===== src/rtl/fetch_if_stage_if.sv =====
// fetch_if_stage_if: instruction-memory request/ready bus between the fetch stage and instruction memory
//   req   : fetch request (master -> slave)
//   addr  : word-aligned fetch address (master -> slave)
//   ready : response valid this cycle, may coincide with req (slave -> master)
//   rdata : instruction word, valid with ready (slave -> master)
interface fetch_if_stage_if;
    logic        req;
    logic [31:0] addr;
    logic        ready;
    logic [31:0] rdata;
    modport master(output req, addr, input ready, rdata);
    modport slave(input req, addr, output ready, rdata);
endinterface


===== src/rtl/fetch_if_stage.sv =====
// fetch_if_stage: instruction fetch with PC, imem handshake, stall buffer, redirect squash and IF/ID register
//   clk, rst       : clock and asynchronous active-high reset
//   i_hold_pc      : do not issue a new fetch
//   i_hold_if      : freeze the IF/ID register
//   i_br           : branch taken (ignored while i_hold_if)
//   i_pc_branch    : branch target, low two bits forced to zero
//   i_exception    : redirect to EXC_VECTOR, wins over i_br
//   imem           : instruction-memory request/ready bus (master side)
//   o_inst_out     : IF/ID instruction
//   o_pc_out       : IF/ID PC+4 of o_inst_out
//   o_valid_id     : IF/ID holds a real instruction
//   o_flush_id     : one-cycle pulse after the IF/ID slot was squashed
module fetch_if_stage #(
    parameter logic [31:0] RESET_PC   = 32'h0000_0000,
    parameter logic [31:0] EXC_VECTOR = 32'h0000_0080,
    parameter logic [31:0] NOP        = 32'h0000_0000
) (
    input  logic                     clk,
    input  logic                     rst,
    input  logic                     i_hold_pc,
    input  logic                     i_hold_if,
    input  logic                     i_br,
    input  logic [31:0]              i_pc_branch,
    input  logic                     i_exception,
    fetch_if_stage_if.master         imem,
    output logic [31:0]              o_inst_out,
    output logic [31:0]              o_pc_out,
    output logic                     o_valid_id,
    output logic                     o_flush_id
);
    typedef enum logic [1:0] {IDLE, FETCH, BUFFERED, DRAIN} state_t;
    state_t      r_state, w_state;
    logic [31:0] r_pc, w_pc, r_inst, w_inst, r_pc_out, w_pc_out;
    logic [31:0] r_buf_inst, w_buf_inst, r_buf_pc, w_buf_pc, r_drain_addr, w_drain_addr;
    logic        r_valid, w_valid, r_flush, w_flush;
    logic        w_redir;
    logic [31:0] w_target, w_pc_inc;
    always_ff @(posedge clk or posedge rst) begin
        if (rst) begin
            r_state      <= IDLE;
            r_pc         <= RESET_PC;
            r_inst       <= NOP;
            r_pc_out     <= 32'd0;
            r_valid      <= 1'b0;
            r_flush      <= 1'b0;
            r_buf_inst   <= 32'd0;
            r_buf_pc     <= 32'd0;
            r_drain_addr <= 32'd0;
        end else begin
            r_state      <= w_state;
            r_pc         <= w_pc;
            r_inst       <= w_inst;
            r_pc_out     <= w_pc_out;
            r_valid      <= w_valid;
            r_flush      <= w_flush;
            r_buf_inst   <= w_buf_inst;
            r_buf_pc     <= w_buf_pc;
            r_drain_addr <= w_drain_addr;
        end
    end
    always_comb begin
        w_redir      = i_exception | (i_br & ~i_hold_if);
        w_target     = i_exception ? EXC_VECTOR : (i_pc_branch & ~32'd3);
        w_pc_inc     = r_pc + 32'd4;
        w_state      = r_state;
        w_pc         = r_pc;
        w_inst       = r_inst;
        w_pc_out     = r_pc_out;
        w_valid      = r_valid;
        w_flush      = 1'b0;
        w_buf_inst   = r_buf_inst;
        w_buf_pc     = r_buf_pc;
        w_drain_addr = r_drain_addr;
        imem.req     = 1'b0;
        imem.addr    = r_pc;
        case (r_state)
            IDLE: w_state = FETCH;
            FETCH: begin
                imem.req = ~i_hold_pc;
                if (w_redir) begin
                    // an issued request that is not answered yet must be drained and its data dropped
                    w_state      = (~i_hold_pc & ~imem.ready) ? DRAIN : FETCH;
                    w_drain_addr = r_pc;
                    w_pc         = w_target;
                    w_inst       = NOP;
                    w_valid      = 1'b0;
                    w_flush      = 1'b1;
                end else if (imem.ready & i_hold_if) begin
                    w_state    = BUFFERED;
                    w_buf_inst = imem.rdata;
                    w_buf_pc   = w_pc_inc;
                    w_pc       = w_pc_inc;
                end else if (imem.ready) begin
                    w_inst   = imem.rdata;
                    w_pc_out = w_pc_inc;
                    w_valid  = 1'b1;
                    w_pc     = w_pc_inc;
                end else if (~i_hold_if) begin
                    w_inst  = NOP;
                    w_valid = 1'b0;
                end
            end
            BUFFERED: begin
                if (w_redir) begin
                    w_state = FETCH;
                    w_pc    = w_target;
                    w_inst  = NOP;
                    w_valid = 1'b0;
                    w_flush = 1'b1;
                end else if (~i_hold_if) begin
                    w_state  = FETCH;
                    w_inst   = r_buf_inst;
                    w_pc_out = r_buf_pc;
                    w_valid  = 1'b1;
                end
            end
            DRAIN: begin
                // the old request stays up at its own address; a further redirect only retargets
                imem.req  = 1'b1;
                imem.addr = r_drain_addr;
                w_pc      = w_redir ? w_target : r_pc;
                w_state   = imem.ready ? FETCH : DRAIN;
            end
            default: w_state = IDLE;
        endcase
    end
    assign o_inst_out = r_inst;
    assign o_pc_out   = r_pc_out;
    assign o_valid_id = r_valid;
    assign o_flush_id = r_flush;
endmodule

===== src/flat_wrapper.sv =====
// flat-port wrapper written by rule: the top's interface ports become plain ports
module fetch_if_stage_flat 
#(
    parameter logic [31:0] RESET_PC   = 32'h0000_0000,
    parameter logic [31:0] EXC_VECTOR = 32'h0000_0080,
    parameter logic [31:0] NOP        = 32'h0000_0000
)
  (clk, rst, i_hold_pc, i_hold_if, i_br, i_pc_branch, i_exception, o_inst_out, o_pc_out, o_valid_id, o_flush_id, imem_req, imem_addr, imem_ready, imem_rdata);
  fetch_if_stage_if imem_i ();
  input  logic clk;
  input  logic rst;
  input  logic i_hold_pc;
  input  logic i_hold_if;
  input  logic i_br;
  input  logic [31:0] i_pc_branch;
  input  logic i_exception;
  output logic [31:0] o_inst_out;
  output logic [31:0] o_pc_out;
  output logic o_valid_id;
  output logic o_flush_id;
  output wire logic [$bits(imem_i.req)-1:0] imem_req;
  output wire logic [$bits(imem_i.addr)-1:0] imem_addr;
  input wire logic [$bits(imem_i.ready)-1:0] imem_ready;
  input wire logic [$bits(imem_i.rdata)-1:0] imem_rdata;
  assign imem_req = imem_i.req;
  assign imem_addr = imem_i.addr;
  assign imem_i.ready = imem_ready;
  assign imem_i.rdata = imem_rdata;
  fetch_if_stage #(.RESET_PC(RESET_PC), .EXC_VECTOR(EXC_VECTOR), .NOP(NOP)) u_core (.clk(clk), .rst(rst), .i_hold_pc(i_hold_pc), .i_hold_if(i_hold_if), .i_br(i_br), .i_pc_branch(i_pc_branch), .i_exception(i_exception), .imem(imem_i), .o_inst_out(o_inst_out), .o_pc_out(o_pc_out), .o_valid_id(o_valid_id), .o_flush_id(o_flush_id));
endmodule

===== config.mk =====
export PLATFORM = sky130hd
export DESIGN_NAME = fetch_if_stage_flat
export DESIGN_NICKNAME = d
export VERILOG_FILES = /design/src/rtl/fetch_if_stage_if.sv /design/src/rtl/fetch_if_stage.sv /design/src/flat_wrapper.sv
export SDC_FILE = /design/constraint.sdc
export NUM_CORES = 1
export LEC_CHECK = 0
export CORE_UTILIZATION = 40
export DETAILED_ROUTE_END_ITERATION = 6
export PLACE_DENSITY = 0.67
export SLEW_MARGIN = 20
export SYNTH_ARGS = -nofsm -noshare
export SYNTH_HDL_FRONTEND = slang
export SYNTH_SLANG_ARGS = --single-unit

===== constraint.sdc =====
create_clock -name clk -period 10.51 [get_ports clk]
set_clock_uncertainty 0.15 [all_clocks]
set_input_delay 1.051 -clock clk [delete_from_list [all_inputs] [get_ports clk]]
set_output_delay 1.051 -clock clk [all_outputs]
set_load 0.1 [all_outputs]

==> results of run 1 <==
-- flip-flops by register name (all words and copies together), names as in the netlist --
| name | cells |
|---|---|
| u_core.o_inst_out | 32 |
| u_core.r_buf_inst | 32 |
| u_core.o_pc_out | 30 |
| u_core.r_buf_pc | 30 |
| u_core.r_drain_addr | 30 |
| u_core.r_pc | 30 |
| u_core.r_state | 2 |
| u_core.o_flush_id | 1 |
| u_core.o_valid_id | 1 |
-- through the flow --
stage               worst slack [ps]  area (um^2)  hold WS, ps
floorplan                       4200         9290          292
global placement                6530        11100          304
detailed placement              6530        11100          313
CTS                             6440        11700          330
global route                    6350        11700          341
finish                          6460        11700          320
-- final timing paths --
path,endpoint
worst max-delay path,imem_addr[18]
worst min-delay path,u_core.o_pc_out[4]
worst max register to register,u_core.r_pc[14]
worst min register to register,u_core.o_pc_out[4]
max in group asynchronous,u_core.r_buf_pc[25]
min in group asynchronous,u_core.r_drain_addr[4]
-- metal layers --
| layer | part of all wire, % | global-route usage [%] |
|---|---|---|
| met1 | 48 | 31.2 |
| met2 | 45 | 31.3 |
| met3 | 5.1 | 3.33 |
| met4 | 1.8 | 6.65 |
| met5 | 0 | 0 |
-- layout by cell type (no fill, tap or decap), types with 4 or more instances in the layout --
| cell type | count |
|---|---|
| inv_1 | 17 |
| nor3_1 | 19 |
| mux2i_1 | 7 |
| nor2_1 | 32 |
| nand2_1 | 120 |
| a22oi_1 | 35 |
| clkinv_8 | 9 |
| nand3_1 | 31 |
| nand4_1 | 11 |
| o31ai_1 | 4 |
| conb_1 | 4 |
| dfrtp_1 | 188 |
| or4_1 | 4 |
| mux2_2 | 79 |
| clkdlybuf4s50_1 | 163 |
| buf_4 | 16 |
| o21ai_0 | 107 |
| clkbuf_16 | 17 |
| and3_1 | 23 |
| xnor2_1 | 14 |
| nor2b_1 | 5 |
| a31oi_1 | 8 |
| xor2_1 | 6 |
| a21oi_1 | 51 |
| a2bb2oi_1 | 6 |
| and4_1 | 5 |
| inv_6 | 4 |
| o311ai_0 | 4 |
| a21o_1 | 8 |
| ha_1 | 5 |
-- worst min-delay path, stage by stage (launching register included) --
cell	delay [ps]
dfrtp_1	350
nand2_1	50
nand2_1	40
-- area by class of cell --
cell class / instances / area share [%]
clock buffers: 17 / 3.63
flip-flops and latches: 188 / 40.2
well taps: 285 / 3.04
inverters: 19 / 0.673
repair buffers: 179 / 15.0
multi-input cells: 647 / 35.8
diodes: 2 / 0.0427
clock inverters: 15 / 1.72
-- cells by family (layout without fill, tap and decap cells) --
logic type,after synthesis,count (layout)
AO/OA/AOI/OAI,257,257
other,1,6
AND/OR/NAND/NOR,275,275
multiplexers,86,86
buffers and inverters,103,230
flip-flops,188,188
adder cells (fa/ha/maj),5,5
XOR/XNOR,20,20
==> impl_summary.md, run 1 <==
Timing
The final max-slew violation count is 0. For this run, the top clock speed supported by timing is 247 MHz. The number of endpoints failing setup at the final stage is 0. Headroom to the max-slew limit came out at 29.4%. The minimum period implied by the final worst setup slack is 4050 ps.

The number of hold violations in the final report came to 0. Setup repair after global routing left no endpoint under its margin. Adding up every negative setup slack in the final design gives 0 ps. In the finished design, the share of the clock period the worst path needs comes to approximately two fifths. The actual transition at the worst max-transition pin is 1060 ps.

Routing
The detailed-route DRC error count is 0. The iteration count of the initial detailed-routing pass is 5. In the final routed layout, each cell accounts on average for 18.0 um. The aggregate routed wire length is 24400 um. The via count is 7556. After detailed routing, the number of vias per cell comes to 5.59.

The detail route stage leaves a number of antenna-violating nets equal to 0. The initial detailed-routing violation count is approximately 660.

Setup path
The kind of cell adding the most delay to the critical path is buffers and inverters. The worst setup path startpoint is u_core.r_state[0]. In this design, the stage delay of the slowest critical-path cell is 1180 ps. STA classifies the critical path startpoint as a register. The critical path goes through ha_1, buf_4, nand2_1, o21ai_0, clkdlybuf4s50_1.

STA puts the critical path data required time at a little over 9000 ps. The endpoint arrival time on the critical path is 2850 ps. The depth of the most critical reg-to-reg path is 9. The maximum fanout encountered on the critical timing path is 41.

The critical path contains buffers and inverters numbering 2 combined. For this design, the slowest cell found on the critical path is clkdlybuf4s50_1. Across all register-to-register paths, the minimum setup slack is 7560 ps. Counting buffers and inverters, the worst setup path is 5 cells deep.

The critical path is of the register to primary output type. The element type at the critical path end is a primary output. The startpoint identified for the worst register-to-register timing path is u_core.r_state[0].

Clock tree
TritonCTS created 17 clock buffers. The clock root buffer is clkbuf_16. TritonCTS built the clock tree.

After clock tree synthesis, the flow added hold-fix buffers numbering 0. The post-CTS clock slew at the launch and capture registers of the worst setup and hold paths is ~80 ps. The number of gates resized after CTS is 0.

Counting every sink on the clock net gives 188. No sink is reached through more buffers than the 2 on the longest clock path. The H-tree level count is 4. The number of buffers inserted by post-CTS setup repair is 0. The clock latency reported for the late side of the worst-skew pair is about 440 ps.

Synth
Each instance of the synthesized netlist takes up on average 9.92 um^2. The synthesized design devotes to its leading area cell type 50.7% of total area. The netlist uses 64 different library cells. The prevailing post-synth register cell is dfrtp_1. The count of warnings emitted by yosys is 0.

The area fraction in compound gates after synthesis is ~17%. By area the synthesized netlist is led by dfrtp_1, mux2_2, o21ai_0, nand2_1, a22oi_1. The multiplexer area fraction after synthesis is 10.3%.

The xor and xnor area share after synthesis is 1.89%. The synthesized design contains 0 enable-type register cells. The synthesized design contains 188 register bits. The synthesized-area fraction occupied by adder cells is 0.674%. After Yosys synthesis, and, or, nand and nor cells account for 14.7% of the synthesized area. The fraction of the yosys area taken by sequential cells is 50.7%. The commonest cells after synthesis are dfrtp_1, nand2_1, o21ai_0.

By instance count, the leading cell after synthesis is dfrtp_1. After synthesis, the largest family of logic cells by area is compound AO/OA/AOI/OAI gates. The combined area of all synthesized cells is 0.00928 mm^2.

The synthesized netlist cell count is 935. The largest total area in the synthesized netlist belongs to dfrtp_1. After synthesis, the share of flip-flops with an asynchronous set or reset is 100%.

Global routing
The leftover overflow at the end of global routing is 0. The initial antenna violation count came to 2. The first global-routing pass estimated 39100 um of wire. Global routing consumed, over all layers together, 21.0% of the routing resources.

The maximum number of pins on one net before global-route repair is 134. The via count of the first global-routing pass came to 7051.

Cells and area
Counting the fill cells in the layout gives 2093. The register area is 0.00470 mm^2. The layout overhead on the synthesized area is 26.3%. The core occupancy in the finished layout is 51.6%. The post-layout instance count excluding filler cells is roughly 1400. The area of the multi-input gates is 0.00419 mm^2.

The net total in the final layout is around 1100. Cells with a size suffix above 1 make up 13.3% of the layout.

Min path
The worst hold path stage count is 2. The startpoint of the most critical hold path is u_core.o_pc_out[4]. The min-delay analysis places its worst path in the category register to register.

Placed design
During placement, the flow inserted port buffers numbering 163. In this run, placement finished with an instance count of 1318. Once detailed placement completed, the half-perimeter wirelength came to 16400 um. Routability-driven placement finished with a final weighted congestion of 0.856.

Die
The floorplan die area is 0.0238 mm^2. The number of rows in the core area is 55. The core region is 0.0227 mm^2. 170 I/O pins were placed. From left edge to right edge, the die measures 154 um. The initial cell density of the core is 40.8%.

The die extent in y is about 150 um.

Flow run
The count of max-cap constraint violations is 0.

Outcome
The flow ran to the end, and the final reports show no timing, DRC or antenna violations.
Power of run 1 is not shown: default switching activity piles up to over one toggle a cycle in this logic, so the estimate is an artifact.
==> run 2: changes to the inputs <==
PLACE_DENSITY = 0.69   (was 0.67)
clock period = 3.7 ns   (was 10.51 ns; I/O delays follow)
==> run 2 against run 1 <==
Worst hold slack lost 55 ps. Routed wire length grew 1.8%. Cell count grew 0.74%. Design area grew 0.15%. First-iteration DRC count shrank 17%. Setup slack lost 5600 ps. Critical path type is now input port to register. Critical endpoint is now u_core.r_pc[15].
==> impl_summary.md, run 2 (synthesis gave the netlist of run 1 again) <==
Outcome
The flow ran to the end, and the final reports show no timing, DRC or antenna violations.

Cells and area
The net total in the final layout was 1138 (+0.89%). The core occupancy in the finished layout came to 51.7% (+0.077 points). The share of layout cells above drive strength 1 is 16.9% (+3.6 points). The count of fill cells added during filler insertion is 2060 (-1.6%). The layout overhead on the synthesized area is 26.5%. The top cell types in the final layout, fill and taps aside, are dfrtp_1, clkdlybuf4s50_1, nand2_1, o21ai_0, mux2_2. The register area is 0.00470 mm^2 (unchanged). The most frequent standard cell in the layout excluding fill and tap cells is dfrtp_1. The area of the multi-input gates came to 0.00418 mm^2 (-0.33%).

Placed design
The sum of net half-perimeters after detailed placement is 17100 um (+4.7%). The final weighted congestion in routability-driven placement is 0.861 (+0.57%). The number of port buffers is 163 (unchanged).

Setup path
The worst setup path is of the input port to register kind. The element type at the critical path end is a register. The required time at the worst-slack endpoint was 3910 ps (-5400 ps). The cell at the slowest stage of the critical path is nor2_1. The kind of launch point of the worst setup path is an input port.

The maximum fanout encountered on the critical timing path came to 13 (-68%). The endpoint arrival time on the critical path is 3030 ps (+180 ps). The delay contributed by the slowest stage of the critical path is 770 ps (-410 ps). Tracing the worst setup path back leads to its startpoint at i_exception. The worst register-to-register path begins at u_core.r_state[1]. The critical path goes through clkdlybuf4s50_1, inv_1, and3_1, nor2_1, a22oi_1, o2bb2ai_1.

Clock tree
The number of buffers inserted by post-CTS setup repair is 0 (unchanged). The hold buffer count at CTS came to 0 (unchanged). The number of buffers inserted during clock tree synthesis came to 17 (unchanged).

The clock root buffer is clkbuf_16. The CTS sink count was 188 (unchanged). The clock latency reported for the late side of the worst-skew pair is 440 ps (about the same).

The post-CTS clock slew at the launch and capture registers of the worst setup and hold paths is 80 ps (about the same). The number of gates resized after CTS is 0 (unchanged). The number of buffers between clock root and the deepest sink is 2 (unchanged). The CTS tree is yes. The H-tree level count is 4 (unchanged).

Timing
Setup repair after global routing left no endpoint under its margin. The actual transition at the worst max-transition pin is 1030 ps (-28.8 ps). For the finished layout, the period the worst path requires is approximately 2800 ps.

The final max-slew violation count is 0 (unchanged). The share of the cycle needed by the critical path after routing is 76.1%. The relative max-transition margin was 31.3% (+1.9 points). The aggregate negative setup slack is 0 ps (unchanged). The number of hold violations in the final report came to 0 (unchanged).

The worst hold-check slack came to 264 ps (-55.3 ps). The maximum frequency from static timing analysis is 355 MHz. The number of endpoints failing setup at the final stage came to 0 (unchanged).

Routing
The number of routed nets with antenna violations is 0 (unchanged). The aggregate routed wire length is 24800 um (+1.8%). The initial detailed-routing violation count was 549 (-17%).

The average wire per cell in the routed design was 18.2 um (+1.0%). The detailed-route DRC error count is 0 (unchanged). The iteration count of the initial detailed-routing pass was 5 (unchanged). The mean number of vias per cell came to 5.58 (about the same). The via count came to 7606 (+0.66%).

Die
The die boundary width is 154 um (unchanged). The number of rows in the core area is 55 (unchanged). The initial cell density of the core came to 40.8% (unchanged). The number of primary I/O pins came to 170 (unchanged).

The die extent in y is 154 um (unchanged). The area inside the core boundary was 0.0227 mm^2 (unchanged). The floorplan die area is 0.0238 mm^2 (unchanged).

Global routing
The leftover overflow at the end of global routing came to 0 (unchanged). The via count of the first global-routing pass is 7150 (+1.4%). The first-pass GRT wire length is 39800 um (+1.7%). The maximum number of pins on one net before global-route repair is 93 (-31%). The aggregate global-route resource usage is 21.3% (+0.28 points). The initial antenna violation count was 2 (unchanged).

Min path
The tightest min-delay check is of the input port to asynchronous set/reset pin type.

Flow run
The count of max-cap constraint violations is 0 (unchanged).
-- run 2: changes by cell type in the layout (fill, tap and decap cells not counted) --
cell             change
nor3_2               -1
nor3_1               +1
nor4_4               -1
inv_8                +1
clkinvlp_4           +3
clkdlybuf4s50_1     -31
bufinv_16            +2
buf_12               +3
inv_6                +1
buf_4               +38
clkinv_4             -1
clkinv_8             -6
nor4_2               +1
-- run 2: layout make-up --
type                       instances  area share (%)
antenna                            2          0.0427
clock buffer                      17            3.63
clock inverter                    15            1.72
inverter                          19           0.640
multi-input combinational        647            35.6
sequential                       188            40.1
tap                              285            3.04
timing repair buffer             189            15.2
-- run 2: worst max-delay path, delay by kind of cell --
kind | cells | cell delay (ps)
and+or+nand+nor | 2 | 1130
buffers and inverters | 2 | 1110
AOI/OAI and AO/OA | 2 | 410
-- run 2: metal layers --
metal / up-vias / part of all wire, % / global-route usage (%)
met2: 264 / 45 / 32.3
met1: 3706 / 46 / 30.8
met3: 37 / 6.0 / 3.87
li1: 3599 / - / -
met4: 0 / 2.3 / 6.98
met5: - / 0 / 0
-- run 2: worst paths after layout --
path / cells past startpoint / slack [ps] / to
worst max-delay path: 6 / 880 / u_core.r_pc[15]
worst min-delay path: 3 / 260 / u_core.r_buf_pc[27]
worst max register to register: 7 / 960 / u_core.r_pc[15]
worst min register to register: 2 / 330 / u_core.r_buf_pc[30]
max in group asynchronous: 3 / 2660 / u_core.r_drain_addr[2]
min in group clk: 2 / 330 / u_core.r_buf_pc[30]
-- run 2: stage by stage --
stage,instance area (um^2),setup WS (ps),std cells
final,11700,883,1362
after global routing,11700,784,1362
after CTS,11700,951,1360
after detailed placement,11100,498,1328
after global placement,11100,541,1328
after floorplan,9290,-6.64,938
Power of run 2 is left out for the same reason.
==> run 3: changes to the inputs <==
PLACE_DENSITY = 0.67   (was 0.69)
clock period = 2.72 ns   (was 3.7 ns; I/O delays follow)
==> run 3 against run 2 <==
Sequential share of layout area down 1.6 points. Design area up 4.1%. Non-clock buffer count up 22. Count of clock-buffer cells in the layout unchanged. Via count up 1.6%. Core utilization up 2.1 points. Largest cell class unchanged.
==> impl_summary.md, run 3 (synthesis gave the netlist of run 1 again) <==
Die
The initial cell density of the core is 40.8% (unchanged). The number of primary I/O pins is 170 (unchanged). The die boundary width is 154 um (unchanged). The area inside the core boundary is 0.0227 mm^2 (unchanged). The floorplan die area is 0.0238 mm^2 (unchanged).

The number of rows in the core area is 55 (unchanged). The die extent in y was 154 um (unchanged).

Flow run
The count of max-cap constraint violations was 0 (unchanged).

Cells and area
The count of fill cells added during filler insertion is 2036 (-1.2%). Leaving out fill and tap cells, the most frequent cell in the layout is dfrtp_1. The share of layout cells above drive strength 1 is 24.4% (+7.5 points). The layout overhead on the synthesized area is 31.7%. The net total in the final layout is 1160 (+1.9%). The library cells used most frequently in the layout, excluding fill and tap cells, are dfrtp_1, nand2_1, buf_4, o21ai_0, mux2_2.

The core occupancy in the finished layout came to 53.8% (+2.1 points). The post-layout instance count excluding filler cells is 1383 (+1.5%).

Timing
For this run, the top clock speed supported by timing is between 300 and 400 MHz. The number of hold violations in the final report is 0 (unchanged). Subtracting the final worst setup slack from the clock period gives ~2600 ps. The final max-slew violation count came to 0 (unchanged).

Setup repair after global routing left no endpoint under its margin. The actual transition at the worst max-transition pin is 858 ps (-169 ps). The number of endpoints failing setup at the final stage is 0 (unchanged).

After layout, the worst path uses 94.3% of the clock period. The relative max-transition margin came to 42.8% (+11 points).

Routing
The amount of wire on met3 after detailed routing is 1230 um (-17%). The topmost layer with routed signal wires is met4. The iteration count of the initial detailed-routing pass is 7 (+2).

The via count is 7730 (+1.6%). The routed length on met1 is 12000 um (+4.2%). The detailed-route DRC error count was 0 (unchanged). The mean number of vias per cell is 5.59 (about the same). The number of routed nets with antenna violations was 0 (unchanged). The aggregate routed wire length was 25500 um (+2.6%). The met2 wire length is 11600 um (+3.0%).

The initial detailed-routing violation count is 654 (+19%). The average wire per cell in the routed design is 18.4 um (+1.1%).

Placed design
The number of placed instances with taps included came to 1350 (+1.7%). The final weighted congestion in routability-driven placement was 0.883 (+2.6%). The sum of net half-perimeters after detailed placement is 17700 um (+3.2%).

The number of port buffers is 163 (unchanged).

Setup path
The kind of launch point of the worst setup path is a register. The class of the most critical setup path is register to register. The worst-case register-to-register setup slack is 160 ps (-800 ps). The element type at the critical path end is a register. The maximum fanout encountered on the critical timing path was 26 (+13). The endpoint arrival time on the critical path is 2740 ps (-290 ps). In this run the critical register-to-register path is launched from u_core.r_state[0].

The worst register-to-register path ends at u_core.o_pc_out[28]. The depth of the most critical reg-to-reg path came to 8 (+1). The required time at the worst-slack endpoint is 2890 ps (-1020 ps).

Global routing
The first-pass GRT wire length is 40500 um (+2.0%). The via count of the first global-routing pass is 7358 (+2.9%). The aggregate global-route resource usage is 21.8% (+0.47 points). The leftover overflow at the end of global routing is 0 (unchanged). The initial antenna violation count came to 1 (-1). The maximum number of pins on one net before global-route repair is 67 (-28%).

Clock tree
The number of gates resized after CTS was 0 (unchanged). TritonCTS built the clock tree. Clock tree synthesis selected as its root buffer the cell clkbuf_16. The post-CTS clock slew at the launch and capture registers of the worst setup and hold paths was 80 ps (about the same). The H-tree level count came to 4 (unchanged).

The clock latency reported for the late side of the worst-skew pair is 440 ps (about the same). The hold buffer count at CTS is 0 (unchanged). The CTS sink count is 188 (unchanged). The number of buffers inserted during clock tree synthesis came to 17 (unchanged).

The number of buffers inserted by post-CTS setup repair is 0 (unchanged). The number of buffers between clock root and the deepest sink was 2 (unchanged).

Min path
In this run the worst hold path is classified as input port to asynchronous set/reset pin.

Outcome
The run finished with clean final reports.
-- run 3: cell types whose count changed in the layout (fill, tap and decap cells not counted), sizes merged --
cell | before | now
buf | 57 | 143
bufinv | 2 | 0
clkdlybuf4s50 | 132 | 68
clkinv | 4 | 9
clkinvlp | 3 | 1
diode | 2 | 1
inv | 25 | 24
-- run 3: critical path, stage by stage (launching register included) --
cell and delay [ps]:
dfrtp_1 400, inv_1 80, ha_1 390, nor4b_1 200, a22oi_2 690, buf_12 250
nor3_1 60, mux2i_1 140, nand3_1 80
-- run 3: layer usage --
metal	track usage, %	vias to the layer above
met2	32.5	257
met5	0	-
met1	31.8	3792
li1	-	3639
met3	3.39	42
met4	8.25	0
-- run 3: metrics by stage --
stage                     TNS (ps)  hold slack (ps)  instance area [um^2]  worst slack, ps
after floorplan             -24330              248                  9290             -163
after global placement           0              304                 11600              210
after detailed placement         0              313                 11600              175
after CTS                        0              181                 12200              158
after global routing             0              217                 12200             4.91
final                            0              170                 12200              155
-- run 3: cell type report --
| cell class | count | area (um^2) | area share, % |
|---|---|---|---|
| repair buffers | 211 | 2280 | 18.7 |
| clock inverters | 15 | 194 | 1.59 |
| diodes | 1 | 2.50 | 0.0205 |
| inverters | 19 | 75.1 | 0.615 |
| flip-flops and latches | 188 | 4700 | 38.5 |
| multi-input cells | 647 | 4180 | 34.2 |
| clock buffers | 17 | 425 | 3.48 |
| well taps | 285 | 357 | 2.92 |
-- run 3: how the worst max path moves through the flow --
stage                 startpoint                  end  cells past startpoint
6_report       u_core.r_state[0]  u_core.o_pc_out[28]                      8
5_1_grt        u_core.r_state[1]  u_core.o_pc_out[28]                      8
4_1_cts        u_core.r_state[0]  u_core.o_pc_out[28]                      8
3_5_place_dp   u_core.r_state[0]  u_core.o_pc_out[28]                      8
3_3_place_gp   u_core.r_state[0]  u_core.o_pc_out[28]                      8
2_1_floorplan  u_core.r_state[0]        imem_addr[14]                      4
Power of run 3 is left out for the same reason.
